==> src/rtl/regfile_dbg_pkg.sv <==
// Shared types and constants for the register-file debug-access controller.
package regfile_dbg_pkg;

  localparam int unsigned REG_ADDR_W   = 5;
  localparam int unsigned XLEN_DEFAULT = 32;
  localparam int unsigned STARVE_CNT_W = 8;

  typedef enum logic [1:0] {
    IDLE   = 2'd0,
    ACCESS = 2'd1,
    RESP   = 2'd2
  } state_e;

endpackage

==> src/rtl/regfile_dbg_starve_cnt.sv <==
// Blocked-cycle counter and registered core stall request for debug-write starvation relief.
module regfile_dbg_starve_cnt
  import regfile_dbg_pkg::*;
#(
  parameter int unsigned STARVE_LIMIT = 8
) (
  input  logic clk,
  input  logic rst_n,
  input  logic i_blocked,
  input  logic i_clear,
  output logic o_stall
);

  localparam logic [STARVE_CNT_W-1:0] LIMIT = STARVE_CNT_W'(STARVE_LIMIT);

  logic [STARVE_CNT_W-1:0] r_cnt;
  logic                    r_stall;

  // Stall is judged on the registered count, so it rises one cycle after the limit is reached.
  always_ff @(posedge clk or negedge rst_n) begin
    if (!rst_n) begin
      r_cnt   <= '0;
      r_stall <= 1'b0;
    end else if (i_clear) begin
      r_cnt   <= '0;
      r_stall <= 1'b0;
    end else begin
      if (i_blocked && (r_cnt != '1)) begin
        r_cnt <= r_cnt + 1'b1;
      end
      if (r_cnt >= LIMIT) begin
        r_stall <= 1'b1;
      end
    end
  end

  assign o_stall = r_stall;

endmodule

==> src/rtl/regfile_dbg_ctrl.sv <==
// Merges core writeback with debug read/write requests on the register file ports.
// Core stall for starved debug writes is built only when REGFILE_DBG_STARVE_EN is defined.
module regfile_dbg_ctrl
  import regfile_dbg_pkg::*;
#(
  parameter int unsigned STARVE_LIMIT = 8,
  parameter int unsigned XLEN         = XLEN_DEFAULT
) (
  input  logic                  clk,
  input  logic                  rst_n,
  input  logic                  core_wr_en_i,
  input  logic [REG_ADDR_W-1:0] core_wr_add_i,
  input  logic [XLEN-1:0]       core_wr_data_i,
  output logic                  core_stall_o,
  input  logic                  dbg_req_valid_i,
  output logic                  dbg_req_ready_o,
  input  logic                  dbg_req_we_i,
  input  logic [REG_ADDR_W-1:0] dbg_req_add_i,
  input  logic [XLEN-1:0]       dbg_req_data_i,
  output logic                  dbg_rsp_valid_o,
  input  logic                  dbg_rsp_ready_i,
  output logic [XLEN-1:0]       dbg_rsp_data_o,
  output logic                  dbg_rsp_err_o,
  output logic                  rf_wr_en_o,
  output logic [REG_ADDR_W-1:0] rf_wr_add_o,
  output logic [XLEN-1:0]       rf_wr_data_o,
  output logic [REG_ADDR_W-1:0] rf_rd_add_o,
  input  logic [XLEN-1:0]       rf_rd_data_i
);

  if ((STARVE_LIMIT < 1) || (STARVE_LIMIT > 255)) begin : g_bad_limit
    $error("STARVE_LIMIT must be within 1..255");
  end

  state_e                r_state;
  logic                  r_req_ready;
  logic                  r_rsp_valid;
  logic                  r_rsp_err;
  logic [XLEN-1:0]       r_rsp_data;
  logic                  r_we;
  logic [REG_ADDR_W-1:0] r_add;
  logic [XLEN-1:0]       r_wdata;

  logic w_dbg_wr_pend;
  logic w_dbg_wr;
  logic w_leave_access;

  // A non-x0 debug write is the only access that can be held off by the core.
  assign w_dbg_wr_pend  = (r_state == ACCESS) && r_we && (r_add != '0);
  assign w_dbg_wr       = w_dbg_wr_pend && !core_wr_en_i;
  assign w_leave_access = (r_state == ACCESS) && !(w_dbg_wr_pend && core_wr_en_i);

  always_ff @(posedge clk or negedge rst_n) begin
    if (!rst_n) begin
      r_state     <= IDLE;
      r_req_ready <= 1'b0;
      r_rsp_valid <= 1'b0;
      r_rsp_err   <= 1'b0;
      r_rsp_data  <= '0;
      r_we        <= 1'b0;
      r_add       <= '0;
      r_wdata     <= '0;
    end else begin
      unique case (r_state)
        IDLE: begin
          if (dbg_req_valid_i && r_req_ready) begin
            r_we        <= dbg_req_we_i;
            r_add       <= dbg_req_add_i;
            r_wdata     <= dbg_req_data_i;
            r_req_ready <= 1'b0;
            r_state     <= ACCESS;
          end else begin
            r_req_ready <= 1'b1;
          end
        end
        ACCESS: begin
          if (w_leave_access) begin
            r_rsp_valid <= 1'b1;
            r_rsp_err   <= r_we && (r_add == '0);
            r_rsp_data  <= r_we ? '0 : rf_rd_data_i;
            r_state     <= RESP;
          end
        end
        RESP: begin
          if (dbg_rsp_ready_i) begin
            r_rsp_valid <= 1'b0;
            r_req_ready <= 1'b1;
            r_state     <= IDLE;
          end
        end
        default: r_state <= IDLE;
      endcase
    end
  end

  always_comb begin
    rf_wr_en_o   = 1'b0;
    rf_wr_add_o  = '0;
    rf_wr_data_o = '0;
    if (core_wr_en_i) begin
      rf_wr_en_o   = 1'b1;
      rf_wr_add_o  = core_wr_add_i;
      rf_wr_data_o = core_wr_data_i;
    end else if (w_dbg_wr) begin
      rf_wr_en_o   = 1'b1;
      rf_wr_add_o  = r_add;
      rf_wr_data_o = r_wdata;
    end
  end

  assign rf_rd_add_o     = r_add;
  assign dbg_req_ready_o = r_req_ready;
  assign dbg_rsp_valid_o = r_rsp_valid;
  assign dbg_rsp_data_o  = r_rsp_data;
  assign dbg_rsp_err_o   = r_rsp_err;

`ifdef REGFILE_DBG_STARVE_EN
  regfile_dbg_starve_cnt #(
    .STARVE_LIMIT(STARVE_LIMIT)
  ) u_starve_cnt (
    .clk      (clk),
    .rst_n    (rst_n),
    .i_blocked(w_dbg_wr_pend && core_wr_en_i),
    .i_clear  (w_leave_access),
    .o_stall  (core_stall_o)
  );
`else
  assign core_stall_o = 1'b0;
`endif

endmodule

==> config.mk <==
export PLATFORM = sky130hd
export DESIGN_NAME = regfile_dbg_ctrl
export DESIGN_NICKNAME = d
export VERILOG_FILES = /design/src/rtl/regfile_dbg_pkg.sv /design/src/rtl/regfile_dbg_starve_cnt.sv /design/src/rtl/regfile_dbg_ctrl.sv
export SDC_FILE = /design/constraint.sdc
export NUM_CORES = 1
export LEC_CHECK = 0
export CAP_MARGIN = 20
export CORE_MARGIN = 4
export CORE_UTILIZATION = 60
export CTS_BUF_LIST = sky130_fd_sc_hd__clkbuf_4 sky130_fd_sc_hd__clkbuf_8 sky130_fd_sc_hd__clkbuf_16
export DETAILED_ROUTE_END_ITERATION = 16
export DONT_BUFFER_PORTS = 1
export GPL_TIMING_DRIVEN = 0
export PLACE_DENSITY = 0.77
export SLEW_MARGIN = 10
export SYNTH_ARGS = -nofsm -noshare
export SYNTH_HDL_FRONTEND = slang
export SYNTH_HIERARCHICAL = 1
export SYNTH_SLANG_ARGS = --single-unit
==> constraint.sdc <==
create_clock -name clk -period 3.35 [get_ports clk]
set_clock_uncertainty 0.1 [all_clocks]
set_input_delay 0.335 -clock clk [delete_from_list [all_inputs] [get_ports clk]]
set_output_delay 0.335 -clock clk [all_outputs]
set_load 0.02 [all_outputs]
==> flow_metrics.env <==
export IMPL_setup_tns_ns=0
export IMPL_fmax_ghz=0.394
export IMPL_critPathRequiredTime_ns=2.91
export IMPL_hpwl_mm=5.97
export IMPL_drv_cap=0
export IMPL_hold_ws_ns=0.0420
export IMPL_clockBufferDepth=2
export IMPL_crit_chain="or4_4 -> o21a_4 -> buf_6 -> a22o_1"
export IMPL_grt_antenna_before_repair=1
export IMPL_final_util=0.683
export IMPL_finalWeightedCongestion=0.795
export IMPL_path_class="reg -> out"
export IMPL_slowest_stage="or4_4"
export IMPL_post_route_drc_count=0
export IMPL_syn_avg_cell_area_um2=11.9
export IMPL_start_kind="flop"
export IMPL_design_die_area_um2=7160
export IMPL_vias=2396
export IMPL_io_buffers=0
export IMPL_max_stage_delay_ns=0.62
export IMPL_routedWlPerCell_um=21.8
export IMPL_grt_pass1_vias=2572
export IMPL_cts_tree="yes"
export IMPL_grt_util_met1=0.265
export IMPL_cts_sinks=75
export IMPL_seq_area_frac_synth=0.533
export IMPL_p_total_mw=4.03
export IMPL_worstMarginPinSlew_ns=0.644
export IMPL_synth_area_um2=3520
export IMPL_grt_pass1_wl_mm=13.1
export IMPL_clk_pin_slew_ns=0.07
export IMPL_drtAntennaViolNets=0
export IMPL_ioPinCount=191
export IMPL_grt_met3_usage=0.110
export IMPL_netlist_instances=295
export IMPL_yosys_area_top_type="dfrtp_1"
export IMPL_ys_async_sr_fraction=1.00
export IMPL_cp_max_fo=10
export IMPL_row_count=27
export IMPL_start_util=0.628
export IMPL_cts_buffers=9
export IMPL_die_h_um=84.6
export IMPL_grt_usage=0.231
export IMPL_grt_busiest_layer="met2"
export IMPL_powerDensity_nw_per_um2=1050
export IMPL_syn_num_nets=407
export IMPL_synth_main_ff_cell="dfrtp_1"
export IMPL_yosys_cell_count_top_type="dfrtp_1"
export IMPL_finalCritPeriodShare=0.757
export IMPL_grt_ovfl_total=0
export IMPL_syn_to_final_growth_pct=8.85
export IMPL_clk_latency_ns=0.33
export IMPL_status="completed"
export IMPL_core_area_um2=5610
export IMPL_netlist_top_cells_area="dfrtp_1, mux2_2, a22o_1"
export IMPL_grt_setup_unrepaired="false"
export IMPL_cts_root_buffer="clkbuf_8"
export IMPL_firstDrtPassIters=5
export IMPL_drt_iter0_drc=84
export IMPL_yosysUniqueCellTypes=28
export IMPL_setup_slack_ns=0.814
export IMPL_drive_gt1_frac=0.268
export IMPL_crit_path_end_kind="output port"
export IMPL_peakVddDrop_uv=498
export IMPL_hold_violations=0
export IMPL_antenna_cells=0
export IMPL_yosysTopAreaCellShare=0.533
export IMPL_r2r_slack_ns=1.38
export IMPL_hold_path_class="in -> reg"
export IMPL_setup_viol_count_final=0
export IMPL_gr_usage_met2=0.391
export IMPL_period_minus_slack_ns=2.54
export IMPL_nets=420
export IMPL_cp_arrival_ns=2.10
export IMPL_yosysWarnings=6
export IMPL_synth_seq_cells=75
export IMPL_cts_htree_levels=3
export IMPL_dp_slack_ns=1.16
export IMPL_dieWidth_um=84.6
export IMPL_path_buf_inv=1
export IMPL_ys_top_cells_by_count="dfrtp_1, mux2_2, a22o_1, inv_1, a22oi_1"
export IMPL_path_delay_family="simple AND/OR/NAND/NOR gates"
export IMPL_slew_headroom=0.570
export IMPL_synth_edff_count=0
export IMPL_viasPerCell=6.22
export IMPL_grt_max_degree=76
export IMPL_cellLeakagePower_nw=1.70
export IMPL_maxSlewViolCount=0
export IMPL_drt_wl_total_mm=8.39
==> placed cells by master, fill, tap and decap left out, types with 2 or more instances in the layout <==
cell type  count
clkbuf_8      11
clkbuf_4       3
inv_1         34
a22oi_1       32
buf_6          6
a22o_1        37
nand2_1        3
clkbuf_1       9
buf_2          5
buf_4          3
nor2_1         2
o21ai_2        9
mux2_2        38
nand2b_1       2
dfrtp_1       75
clkinv_2       2
o21bai_1       2
o21ai_0       25
==> flip-flops by register name, summed over array words and instances, names as in the netlist <==
register         count
dbg_req_ready_o      1
dbg_rsp_data_o      32
dbg_rsp_err_o        1
dbg_rsp_valid_o      1
r_state              2
r_wdata             32
r_we                 1
rf_rd_add_o          5
==> metal layers <==
layer | share of wire | vias to the layer above
li1 | - | 1096
met1 | 0.38 | 1167
met2 | 0.50 | 120
met3 | 0.10 | 11
met4 | 0.012 | 2
met5 | 0.00083 | -
==> where the power goes <==
part | total, mW | internal, mW | leakage (nW) | switching (mW)
logic | 1.32 | 0.652 | 0.706 | 0.669
registers | 2.07 | 1.37 | 0.891 | 0.700
clock network | 0.638 | 0.333 | 0.101 | 0.305
==> timing repair <==
action	CTS	global route
resized for setup	0	0
hold buffers	2	0
hold endpoints to repair	75	0
setup buffers	0	0
==> per-stage QoR <==
step / cells / cell area, um^2
2_1_floorplan: 295 / 3520
3_3_place_gp: 367 / 3610
3_5_place_dp: 367 / 3610
4_1_cts: 385 / 3830
5_1_grt: 385 / 3830
6_report: 385 / 3830
==> path summary, 6_finish.rpt <==
path,start,to,depth (start not counted)
worst max register to register,rf_rd_add_o[1]$_DFFE_PN0P_,dbg_rsp_data_o[24]$_DFFE_PN0P_,4
worst min register to register,r_wdata[16]$_DFFE_PN0P_,r_wdata[16]$_DFFE_PN0P_,1
worst min-delay path,rf_rd_data_i[8],dbg_rsp_data_o[8]$_DFFE_PN0P_,2
max in group asynchronous,rst_n,r_wdata[21]$_DFFE_PN0P_,2
min in group asynchronous,rst_n,dbg_rsp_data_o[8]$_DFFE_PN0P_,2
worst max-delay path,rf_rd_add_o[1]$_DFFE_PN0P_,rf_wr_data_o[12],4
==> area by class of cell <==
cell class | count | area (um^2)
clock buffer | 14 | 174
multi-input combinational | 163 | 1370
buffer | 23 | 149
inverter | 34 | 128
timing repair buffer | 2 | 37.5
fill | 433 | 1780
sequential | 75 | 1880
clock inverter | 2 | 10.0
tap | 72 | 90.1
==> cell families (layout without fill, tap and decap cells) <==
| kind of cell | Yosys count | after routing | share of synthesized area |
|---|---|---|---|
| mux | 38 | 38 | 0.122 |
| simple gates | 11 | 11 | 0.0192 |
| other cells | 1 | 1 | 0.00107 |
| flops | 75 | 75 | 0.533 |
| compound gates | 113 | 113 | 0.247 |
| buf+inv | 57 | 75 | 0.0785 |
(Power assumes the default switching activity.)
